$ cat config.mk
export PLATFORM = sky130hd
export DESIGN_NAME = de2_io_conditioner
export DESIGN_NICKNAME = d
export VERILOG_FILES = /design/src/rtl/de2_io_conditioner.sv
export SDC_FILE = /design/constraint.sdc
export NUM_CORES = 1
export LEC_CHECK = 0
export CORE_MARGIN = 5
export CORE_UTILIZATION = 45
export DETAILED_ROUTE_END_ITERATION = 8
export DONT_BUFFER_PORTS = 1
export GPL_TIMING_DRIVEN = 0
export SLEW_MARGIN = 20
export SYNTH_ARGS = -nofsm -noshare
export SYNTH_HDL_FRONTEND = slang
export SYNTH_SLANG_ARGS = --single-unit
$ cat constraint.sdc
create_clock -name clk_i -period 3.7 [get_ports clk_i]
set_clock_uncertainty 0.2 [all_clocks]
set_input_delay 0.555 -clock clk_i [delete_from_list [all_inputs] [get_ports clk_i]]
set_output_delay 0.555 -clock clk_i [all_outputs]
set_load 0.01 [all_outputs]
$ cat src/rtl/de2_io_conditioner.sv
// DE2 board I/O front end: synchronised switches, debounced keys with press pulses,
// registered 7-segment drive (raw/decode) and a sticky unused-HEX-bit error flag.
// Define IO_SW_DEBOUNCE_EN to debounce the switches with the same counter rule as the keys.
module de2_io_conditioner #(
  parameter int NUM_SW          = 17,
  parameter int NUM_KEY         = 4,
  parameter int NUM_HEX         = 8,
  parameter int DEBOUNCE_CYCLES = 500000
) (
  input  logic                   clk_i,
  input  logic                   rst_ni,
  input  logic [NUM_SW-1:0]      sw_pin_i,
  input  logic [NUM_KEY-1:0]     key_pin_i,
  output logic [31:0]            io_sw_o,
  output logic [31:0]            io_push_o,
  input  logic [32*NUM_HEX-1:0]  io_hex_i,
  input  logic                   hex_mode_i,
  output logic [7*NUM_HEX-1:0]   hex_pin_o,
  input  logic                   err_clr_i,
  output logic                   err_o
);

  localparam int CW = $clog2(DEBOUNCE_CYCLES + 1);
  localparam logic [CW-1:0] CNT_LAST = CW'(DEBOUNCE_CYCLES - 1);

  logic [NUM_SW-1:0]  sw_s1, sw_s2;
  logic [NUM_KEY-1:0] key_s1, key_s2;
  logic [NUM_KEY-1:0] key_stable, key_pulse;
  logic [CW-1:0]      key_cnt [NUM_KEY];
  logic [7*NUM_HEX-1:0] hex_next;
  logic               err_det;

  function automatic logic [6:0] seg_decode(input logic [3:0] nib);
    case (nib)
      4'h0: seg_decode = 7'h40;
      4'h1: seg_decode = 7'h79;
      4'h2: seg_decode = 7'h24;
      4'h3: seg_decode = 7'h30;
      4'h4: seg_decode = 7'h19;
      4'h5: seg_decode = 7'h12;
      4'h6: seg_decode = 7'h02;
      4'h7: seg_decode = 7'h78;
      4'h8: seg_decode = 7'h00;
      4'h9: seg_decode = 7'h10;
      4'hA: seg_decode = 7'h08;
      4'hB: seg_decode = 7'h03;
      4'hC: seg_decode = 7'h46;
      4'hD: seg_decode = 7'h21;
      4'hE: seg_decode = 7'h06;
      default: seg_decode = 7'h0E;
    endcase
  endfunction

  always_ff @(posedge clk_i or negedge rst_ni) begin
    if (!rst_ni) begin
      sw_s1 <= '0;
      sw_s2 <= '0;
    end else begin
      sw_s1 <= sw_pin_i;
      sw_s2 <= sw_s1;
    end
  end

`ifdef IO_SW_DEBOUNCE_EN
  logic [NUM_SW-1:0] sw_stable;
  logic [CW-1:0]     sw_cnt [NUM_SW];

  always_ff @(posedge clk_i or negedge rst_ni) begin
    if (!rst_ni) begin
      sw_stable <= '0;
      for (int i = 0; i < NUM_SW; i++) sw_cnt[i] <= '0;
    end else begin
      for (int i = 0; i < NUM_SW; i++) begin
        if (sw_s2[i] == sw_stable[i]) begin
          sw_cnt[i] <= '0;
        end else if (sw_cnt[i] == CNT_LAST) begin
          sw_stable[i] <= ~sw_stable[i];
          sw_cnt[i]    <= '0;
        end else begin
          sw_cnt[i] <= sw_cnt[i] + CW'(1);
        end
      end
    end
  end

  assign io_sw_o = 32'(sw_stable);
`else
  assign io_sw_o = 32'(sw_s2);
`endif

  // Keys are active-low at the pin; the counter compares the inverted (pressed = 1) value.
  always_ff @(posedge clk_i or negedge rst_ni) begin
    if (!rst_ni) begin
      key_s1     <= '1;
      key_s2     <= '1;
      key_stable <= '0;
      key_pulse  <= '0;
      for (int i = 0; i < NUM_KEY; i++) key_cnt[i] <= '0;
    end else begin
      key_s1 <= key_pin_i;
      key_s2 <= key_s1;
      for (int i = 0; i < NUM_KEY; i++) begin
        key_pulse[i] <= 1'b0;
        if (~key_s2[i] == key_stable[i]) begin
          key_cnt[i] <= '0;
        end else if (key_cnt[i] == CNT_LAST) begin
          key_stable[i] <= ~key_stable[i];
          key_pulse[i]  <= ~key_stable[i];
          key_cnt[i]    <= '0;
        end else begin
          key_cnt[i] <= key_cnt[i] + CW'(1);
        end
      end
    end
  end

  always_comb begin
    io_push_o = '0;
    io_push_o[NUM_KEY-1:0]  = key_stable;
    io_push_o[16 +: NUM_KEY] = key_pulse;
  end

  // Error detection looks only at bits above the field the current mode consumes.
  always_comb begin
    hex_next = '1;
    err_det  = 1'b0;
    for (int k = 0; k < NUM_HEX; k++) begin
      if (hex_mode_i) begin
        hex_next[7*k +: 7] = seg_decode(io_hex_i[32*k +: 4]);
        err_det = err_det | (|io_hex_i[32*k+4 +: 28]);
      end else begin
        hex_next[7*k +: 7] = io_hex_i[32*k +: 7];
        err_det = err_det | (|io_hex_i[32*k+7 +: 25]);
      end
    end
  end

  always_ff @(posedge clk_i or negedge rst_ni) begin
    if (!rst_ni) begin
      hex_pin_o <= '1;
      err_o     <= 1'b0;
    end else begin
      hex_pin_o <= hex_next;
      if (err_det) begin
        err_o <= 1'b1;
      end else if (err_clr_i) begin
        err_o <= 1'b0;
      end
    end
  end

endmodule

# After elaboration in Yosys (flattened, before gate mapping)

Memories as Yosys holds them, arrays and structs flattened.
Index checks and enable logic that the tools add are counted.

Flip-flop bits (word level): 183
Memory bits (read-only): 896
Output and inout port bits: 121
Memories: 8

Memory list:

| memory           | words | width | read ports | clocked after Yosys merged registers in | write ports | line | RTL |
|---|---|---|---|---|---|---|---|
| (name not given) | 16    | 7     | 1          | 0                                       | 0           | 34   | `case (nib)` |
| (name not given) | 16    | 7     | 1          | 0                                       | 0           | 34   |  |
| (name not given) | 16    | 7     | 1          | 0                                       | 0           | 34   |  |
| (name not given) | 16    | 7     | 1          | 0                                       | 0           | 34   |  |
| (name not given) | 16    | 7     | 1          | 0                                       | 0           | 34   |  |
| (name not given) | 16    | 7     | 1          | 0                                       | 0           | 34   |  |
| 2 more memories  | --    | --    | --         | --                                      | --          | --   |  |

$add $sub $neg: 4
Equal/unequal tests: 8
Muxes and demuxes: 34
Bitwise gates (word level): 26
Reductions and logical operators: 21

Operator list:

| cell                  | number |
|---|---|
| $reduce_or 28->1      | 8 |
| $reduce_or 25->1      | 8 |
| $mux 19               | 8 |
| $add 19x1->19 const B | 4 |
| $eq 19x19->1 const B  | 4 |
| $mux 7                | 8 |
| $mux 1                | 18 |
| $or 1x1->1            | 14 |
| $not 1->1             | 12 |
| $reduce_and 2->1      | 4 |
| $eq 1x1->1            | 4 |
| $reduce_bool 2->1     | 1 |

# Logic depth before layout (Yosys ltp)

Gate-level depths: netlist (run 1).

Depth after elaboration: 17
Depth in mapped cells: 8
Depth with buffers taken out: 7

# Least setup slack after synthesis (run 1)

No wires, ideal clock.

Kind: reg-to-reg
Start point: register key_cnt[14] in the netlist's numbering
End point: register key_cnt[11] in the netlist's numbering
Library setup time: 0.119 ns
Arrival: 1.643 ns
Required time: 3.381 ns
Slack: 1.739 ns
Stages on the path, launching flop included: 7
Path buffers: 2
Clock period less this slack: 1.961 ns
Cell sequence: dfrtp_1 or4_4 nor4_4 or2_1 buf_4 buf_6 nor2_1

Word-level cells in the longest chain between the ends: 3

RTL lines:

| item                              | line | RTL |
|---|---|---|
| from (decl)                       | 29   | `logic [CW-1:0] key_cnt [NUM_KEY];` |
| from (signal, indexed assignment) | 111  | `key_cnt[i] <= key_cnt[i] + CW'(1);` |
| $eq 19x19->1                      | 106  | `end else if (key_cnt[i] == CNT_LAST) begin` |
| $mux 19                           | 106  |  |
| $mux 19                           | 104  | `if (~key_s2[i] == key_stable[i]) begin` |

Every way passes these cells.
A chain may end at the register's enable or synchronous reset.

# Final worst setup path (run 1)

Start point: register key_cnt[57] in the netlist's numbering
End point: register key_cnt[72] in the netlist's numbering

Word-level cells in the longest chain between the ends: 3
Elaborated cells between the ends (all ways): 4

RTL lines:

| item                                                 | line |
|---|---|
| $add 19x1->19 / $eq 19x19->1 (equally long branches) | 111, 106 |
| $mux 19 *                                            | 106 |
| $mux 19 *                                            | 104 |

Mark *: on every way between the ends. The rest lies on a longest branch, timed or not.

==> reports/results.txt, run 1 <==
status: finished with violations
violated checks: hold timing
switch share: 0.2553
Max Cap Viol: 0
global-route wire length before repair: 43820 µm
hold_ws: -373.4 ps
Critical Path RT: 3800 ps
top post-synthesis cells by count: nor2_1, dfrtp_1, nand2_1
row cnt: 53
Yosys warning count: 0
first-iteration detailed-routing DRC count: 451
CTS Buffer Depth: 2
Power Dens Cells: 406.5 nW/µm²
crit-path most repeated cell: buf_2
DPL Wire Length: 22830 µm
cells on worst reg2reg path: 7
Seq/Total Area, Yosys: 0.4827
DP Area: 10140 µm²
gr usage total: 0.2355
gr ovfl total: 0
Core ar.: 21090 µm²
Final Core Density: 0.5200
fin crit share: 0.6291
most numerous cell in the Yosys netlist: nor2_1
largest net degree at the start of global routing: 184
Cell Area, Synth: 9653 µm²
Final nets: 1416
DR vias: 7485
Int Pwr: 3.319 mW
DR WL/cell: 21.15 µm
die width: 156.5 µm
post-cts sizing count: 0
synth top area cells: dfrtp_1, dfstp_2, ha_1
register area: 4659 µm²
vias in the first global route: 7564
Setup TNS: 0 ps
Post-CTS Setup Inserts: 0
Comb power frac: 0.086
Post-synth EDFFs: 0
fin area: 10970 µm²
drt pass-1 iters: 5
clock power share: 0.413
signal arrival time at the worst endpoint: 2430 ps
critical path class: reg -> reg
Slowest-stage cell, CP: dfrtp_1
Hold Crit Class: in -> async
part of the power in registers: 0.501
initial antenna violation count: 9
Die ar.: 24480 µm²
CP Launch Type: flop
Clk pin slew, worst setup/hold paths: 70 ps
CTS tree: yes
CTS Buf Count: 17
layout cells sized above 1: 0.1387
number of fill cells in the layout: 1974
Max-slew headroom: 0.3235
Yosys top cell area share: 0.3085
Slew @ Worst Pin: 1006 ps
Pleak: 4.731 nW
H-tree depth: 4
largest stage delay on the critical path: 420 ps
cts-stage hold buffer count: 21
Mapped Cells: 1005
Net Switching: 1.138 mW
Min Clock Period, post-route: 2328 ps
syn_area_per_cell: 9.605 µm²
CTS sink count: 183
fmax: 429.6 MHz
Yosys top cell by area: dfrtp_1
final WL: 29170 µm
Buffers on Ports: 0
Seq cells post-synth: 183
Final setup viols: 0
Async SR Flop Fraction: 1.000
Slew Limit Fails: 0
Area Overhead vs Synth: 13.60%
final hold viol count: 183
Avg Vias per Cell: 5.428
unrepaired setup endpoints after global routing: no
area of the multi-input gates: 4566 µm²
nature of the critical path endpoint: flop
worst-path cell chain: ha_1 -> nand4_1 -> nor3_1 -> or2_2 -> buf_2 -> buf_2 -> nor2_1
number of routed nets with antenna violations: 0
Critical Path Fanout Max: 10
DRC Markers: 0
initial core utilization: 0.4578
IO Pins: 402
clock latency on the worst-skew pair: 420 ps
maximum vdd ir drop: 0.2306 mV
RePlAce Congestion: 1.128
CTS Root Cell: clkbuf_16
most common flop cell mapped by yosys: dfrtp_1
Die H: 156.5 µm
synth unique cells: 46
-- critical path: cells and delay by family, from the launching register on --
family	cells	cell delay, ps
simple gates	4	880
buf+inv	2	450
flops	1	420
fa+ha+maj	1	250
-- routing by layer --
layer	share of wire	GRT usage	wire [µm]	vias to the layer above
met5	0.00045	0.03175	13	-
met4	0.025	0.06901	736	2
met3	0.092	0.09735	2672	30
met2	0.47	0.3704	13670	289
met1	0.41	0.2968	12070	3597
li1	-	-	-	3567
-- metrics by stage --
step,setup slack [ps],cells,total power [mW],hold WS [ps]
finish,1372,1379,4.458,-373.4
detailed placement,1024,1318,2.629,66.55
global placement,1031,1318,2.628,66.49
global route,1092,1379,4.650,-406.2
CTS,1341,1371,4.511,-399.2
floorplan,1739,1043,2.522,59.41
-- cell type report --
| class | instances | area share |
|---|---|---|
| multi-input combinational | 752 | 0.4164 |
| sequential | 183 | 0.4249 |
| antenna | 8 | 0.001826 |
| clock inverter | 14 | 0.01518 |
| buffer | 76 | 0.04108 |
| clock buffer | 18 | 0.03914 |
| tap | 275 | 0.03138 |
| inverter | 32 | 0.01095 |
| timing repair buffer | 21 | 0.01917 |
-- kinds of logic (layout without fill, tap and decap cells) --
logic type	Yosys count	after routing	share of synthesized area
buf+inv	108	161	0.05911
simple gates	424	424	0.2150
fa+ha+maj	52	52	0.06740
flops	183	183	0.4827
mux	31	31	0.03266
other cells	1	47	0.0003885
compound gates	135	135	0.07829
xor+xnor	71	71	0.06442
-- cell usage in the layout (no fill, tap or decap), types with 5 or more instances in the layout --
cell type / Yosys / routed
xnor2_1: 22 / 22
buf_2: 6 / 6
conb_1: 1 / 39
and3_1: 7 / 7
buf_4: 40 / 40
ha_1: 52 / 52
nand2_1: 85 / 85
diode_2: 0 / 8
dfrtp_1: 119 / 119
a21oi_1: 60 / 60
clkbuf_16: 0 / 17
nor3_1: 16 / 16
o21ai_0: 40 / 40
a31oi_1: 8 / 8
nand4_1: 30 / 30
nand2b_1: 10 / 10
nand3_1: 35 / 35
a21boi_0: 5 / 5
inv_1: 32 / 32
and4_1: 5 / 5
dlygate4sd3_1: 0 / 21
nor4_1: 63 / 63
nor2_1: 144 / 144
a211oi_1: 7 / 7
mux2i_1: 27 / 27
o22ai_1: 6 / 6
xor2_1: 49 / 49
nor2b_1: 9 / 9
clkbuf_1: 29 / 30
dfstp_2: 64 / 64
-- final timing paths --
| check | from | to | slack, ps |
|---|---|---|---|
| setup reg to reg | key_cnt[57] | key_cnt[72] | 1370 |
| setup / recovery | key_cnt[57] | key_cnt[72] | 1370 |
| hold reg to reg | sw_s1[3] | sw_s2[3] | 140 |
| max in group asynchronous | rst_ni | hex_pin_o[23] | 3300 |
| hold / removal | rst_ni | key_cnt[42] | -370 |
| min in group clk_i | io_hex_i[65] | hex_pin_o[15] | 30 |
-- power groups by stage --
stage	registers, mW	logic (mW)	clock network (mW)
6_report	2.23	0.385	1.84
5_1_grt	2.24	0.436	1.97
4_1_cts	2.24	0.382	1.89
3_5_place_dp	2.27	0.362	0
3_3_place_gp	2.27	0.357	0
2_1_floorplan	2.24	0.286	0
-- state kept, by name, summed over array words and instances, names as in the netlist --
signal / count
hex_pin_o: 56
sw_s1: 17
key_s2: 4
sw_s2: 17
err_o: 1
key_pulse: 4
key_s1: 4
key_stable: 4
key_cnt: 76
(Power assumes the default switching activity.)
==> inputs of run 2 (changes only) <==
- clock period: 3.7 -> 2.4 ns (I/O delays scaled with it)
==> reports/results.txt, run 2 (synthesis results as in run 1) <==
nature of the critical path endpoint: flop
IO Pins: 402 (unchanged)
hold_ws: -567.3 ps (-193.9 ps)
Critical Path RT: 2480 ps (-1320 ps)
number of routed nets with antenna violations: 0 (unchanged)
Max-slew headroom: 0.2982 (-0.02532)
CP Launch Type: primary input
first-iteration detailed-routing DRC count: 458 (+1.6%)
row cnt: 53 (unchanged)
FF-to-FF End: key_cnt[72]
most frequent cells in the layout: nor2_1, dfrtp_1, dlygate4sd3_1
vias in the first global route: 8102 (+7.1%)
Stages on worst setup path: 6 (-1)
worst-path cell chain: dlygate4sd3_1 -> nor4_1 -> dlygate4sd3_1 -> nand4_1 -> nor4_1 -> nand3_1
fin area: 11820 µm² (+7.8%)
Top reg by flops: key_cnt
Largest register FFs: 76 (unchanged)
largest stage delay on the critical path: 620 ps (+200 ps)
clock power share: 0.405 (-0.008)
drt pass-1 iters: 5 (unchanged)
part of the power in registers: 0.491 (-0.010)
critical path class: in -> reg
Power Dens Cells: 592.5 nW/µm² (+46%)
Clk pin slew, worst setup/hold paths: 70 ps (about the same)
final hold viol count: 183 (unchanged)
Critical Path Fanout Max: 1 (-9)
global-route wire length before repair: 46660 µm (+6.5%)
CTS Root Cell: clkbuf_16
Hold Crit Class: in -> async
cells on worst reg2reg path: 7 (unchanged)
Largest regs: key_cnt (76), hex_pin_o (56)
Comb power frac: 0.103 (+0.017)
unrepaired setup endpoints after global routing: no
initial core utilization: 0.4578 (unchanged)
cts-stage hold buffer count: 105 (+400%)
Finished Layout Cells: 1458 (+5.7%)
fmax: 434.0 MHz
Int Pwr: 5.209 mW (+57%)
Die H: 156.5 µm (unchanged)
largest net degree at the start of global routing: 184 (unchanged)
initial antenna violation count: 8 (-1)
Critical R2R Launch: key_cnt[57]
Min Clock Period, post-route: 2304 ps
Avg Vias per Cell: 5.444 (+0.31%)
Final setup viols: 0 (unchanged)
Final nets: 1500 (+5.9%)
gr usage total: 0.2501 (+0.01460)
DR WL/cell: 21.37 µm (+1.1%)
maximum vdd ir drop: 0.3554 mV (+54%)
Area Overhead vs Synth: 22.46%
buffers and inverters on the worst path: 2 (unchanged)
Slew Limit Fails: 0 (unchanged)
max layer used: met5
met2 wire length: 15040 µm (+10%)
CTS tree: yes
H-tree depth: 4 (unchanged)
Die ar.: 24480 µm² (unchanged)
DR vias: 7938 (+6.1%)
Slowest-stage cell, CP: dlygate4sd3_1
violated checks: hold timing
met3 WL post-DR: 2545 µm (-4.8%)
Metal-1 WL: 12660 µm (+4.8%)
DPL Wire Length: 22830 µm (unchanged)
clock latency on the worst-skew pair: 430 ps (about the same)
fin crit share: 0.9601
setup slack, reg-to-reg: 200 ps (-1170 ps)
Pleak: 5.136 nW (+8.6%)
DRC Markers: 0 (unchanged)
switch share: 0.2562 (+0.0008342)
Core ar.: 21090 µm² (unchanged)
CTS Buf Count: 17 (unchanged)
Power Total: 7.004 mW (+57%)
status: finished with violations
Worst Setup SP: io_hex_i[90]
number of fill cells in the layout: 1898 (-3.9%)
Buffers on Ports: 0 (unchanged)
CTS Buffer Depth: 2 (unchanged)
Post-CTS Setup Inserts: 0 (unchanged)
final WL: 31160 µm (+6.8%)
layout cells sized above 1: 0.1331 (-0.005635)
signal arrival time at the worst endpoint: 2390 ps (-40 ps)
gr ovfl total: 0 (unchanged)
Max Cap Viol: 0 (unchanged)
most common cell after layout, fill and taps aside: nor2_1
Placed Cells: 1318 (unchanged)
crit path to: err_o
CTS sink count: 183 (unchanged)
RePlAce Congestion: 1.128 (unchanged)
Net Switching: 1.794 mW (+58%)
Slew @ Worst Pin: 1043 ps (+37.63 ps)
die width: 156.5 µm (unchanged)
DP Area: 10140 µm² (unchanged)
Crit path max-delay family: buffers and inverters
==> run 2: routing by layer <==
metal | vias up | GRT usage
met3 | 52 | 0.08794
met5 | - | 0
met1 | 3833 | 0.3150
met4 | 10 | 0.07521
li1 | 3735 | -
met2 | 308 | 0.4074
==> run 2: worst min path at each step <==
stage	start	slack, ps	cells after the start	end
after CTS	rst_ni	-590	0	sw_s2[4]
after global routing	rst_ni	-600	0	key_cnt[45]
after floorplan	rst_ni	-140	0	err_o
after detailed placement	rst_ni	-130	0	key_cnt[40]
final	rst_ni	-570	0	key_cnt[42]
after global placement	rst_ni	-130	0	key_cnt[40]
==> run 2: what timing repair did <==
action | CTS | global route
endpoints found under the setup margin | 0 | 23
endpoints found under the hold margin | 251 | 183
resized for setup | 0 | 9
==> run 2: power groups by stage <==
| stage | Sequential [mW] | Combinational [mW] | Clock (mW) |
|---|---|---|---|
| 6_report | 3.44 | 0.725 | 2.84 |
| 5_1_grt | 3.46 | 0.803 | 3.04 |
| 4_1_cts | 3.45 | 0.710 | 2.92 |
| 3_5_place_dp | 3.50 | 0.558 | 0 |
| 3_3_place_gp | 3.50 | 0.551 | 0 |
| 2_1_floorplan | 3.45 | 0.442 | 0 |
==> run 2: cell type report <==
type	instances	area [µm²]	area share
Buffer	76	455.4	0.03853
Clock inverter	14	166.4	0.01408
Tap cell	275	344.1	0.02911
Inverter	32	120.1	0.01016
Antenna cell	3	7.507	0.0006351
Timing Repair Buffer	105	1051	0.08891
Multi-Input combinational cell	752	4588	0.3881
Sequential cell	183	4659	0.3942
Clock buffer	18	429.2	0.03630
==> run 2: worst register-to-register path, delay by kind of cell (launching register included) <==
| kind | cells | cell delay [ps] |
|---|---|---|
| fa+ha+maj | 1 | 250 |
| buf+inv | 2 | 450 |
| flops | 1 | 420 |
| simple gates | 4 | 770 |
==> run 2: per-stage QoR <==
stage / TNS [ps] / setup WS [ps] / hold slack, ps / util
2_1_floorplan: 0 / 438.8 / -135.6 / -
3_3_place_gp: -73.78 / -73.78 / -128.5 / 0.4808
3_5_place_dp: -92.18 / -80.87 / -128.5 / 0.4808
4_1_cts: 0 / 28.52 / -594.2 / 0.5589
5_1_grt: 0 / 3.780 / -601.1 / 0.5606
6_report: 0 / 95.77 / -567.3 / 0.5606
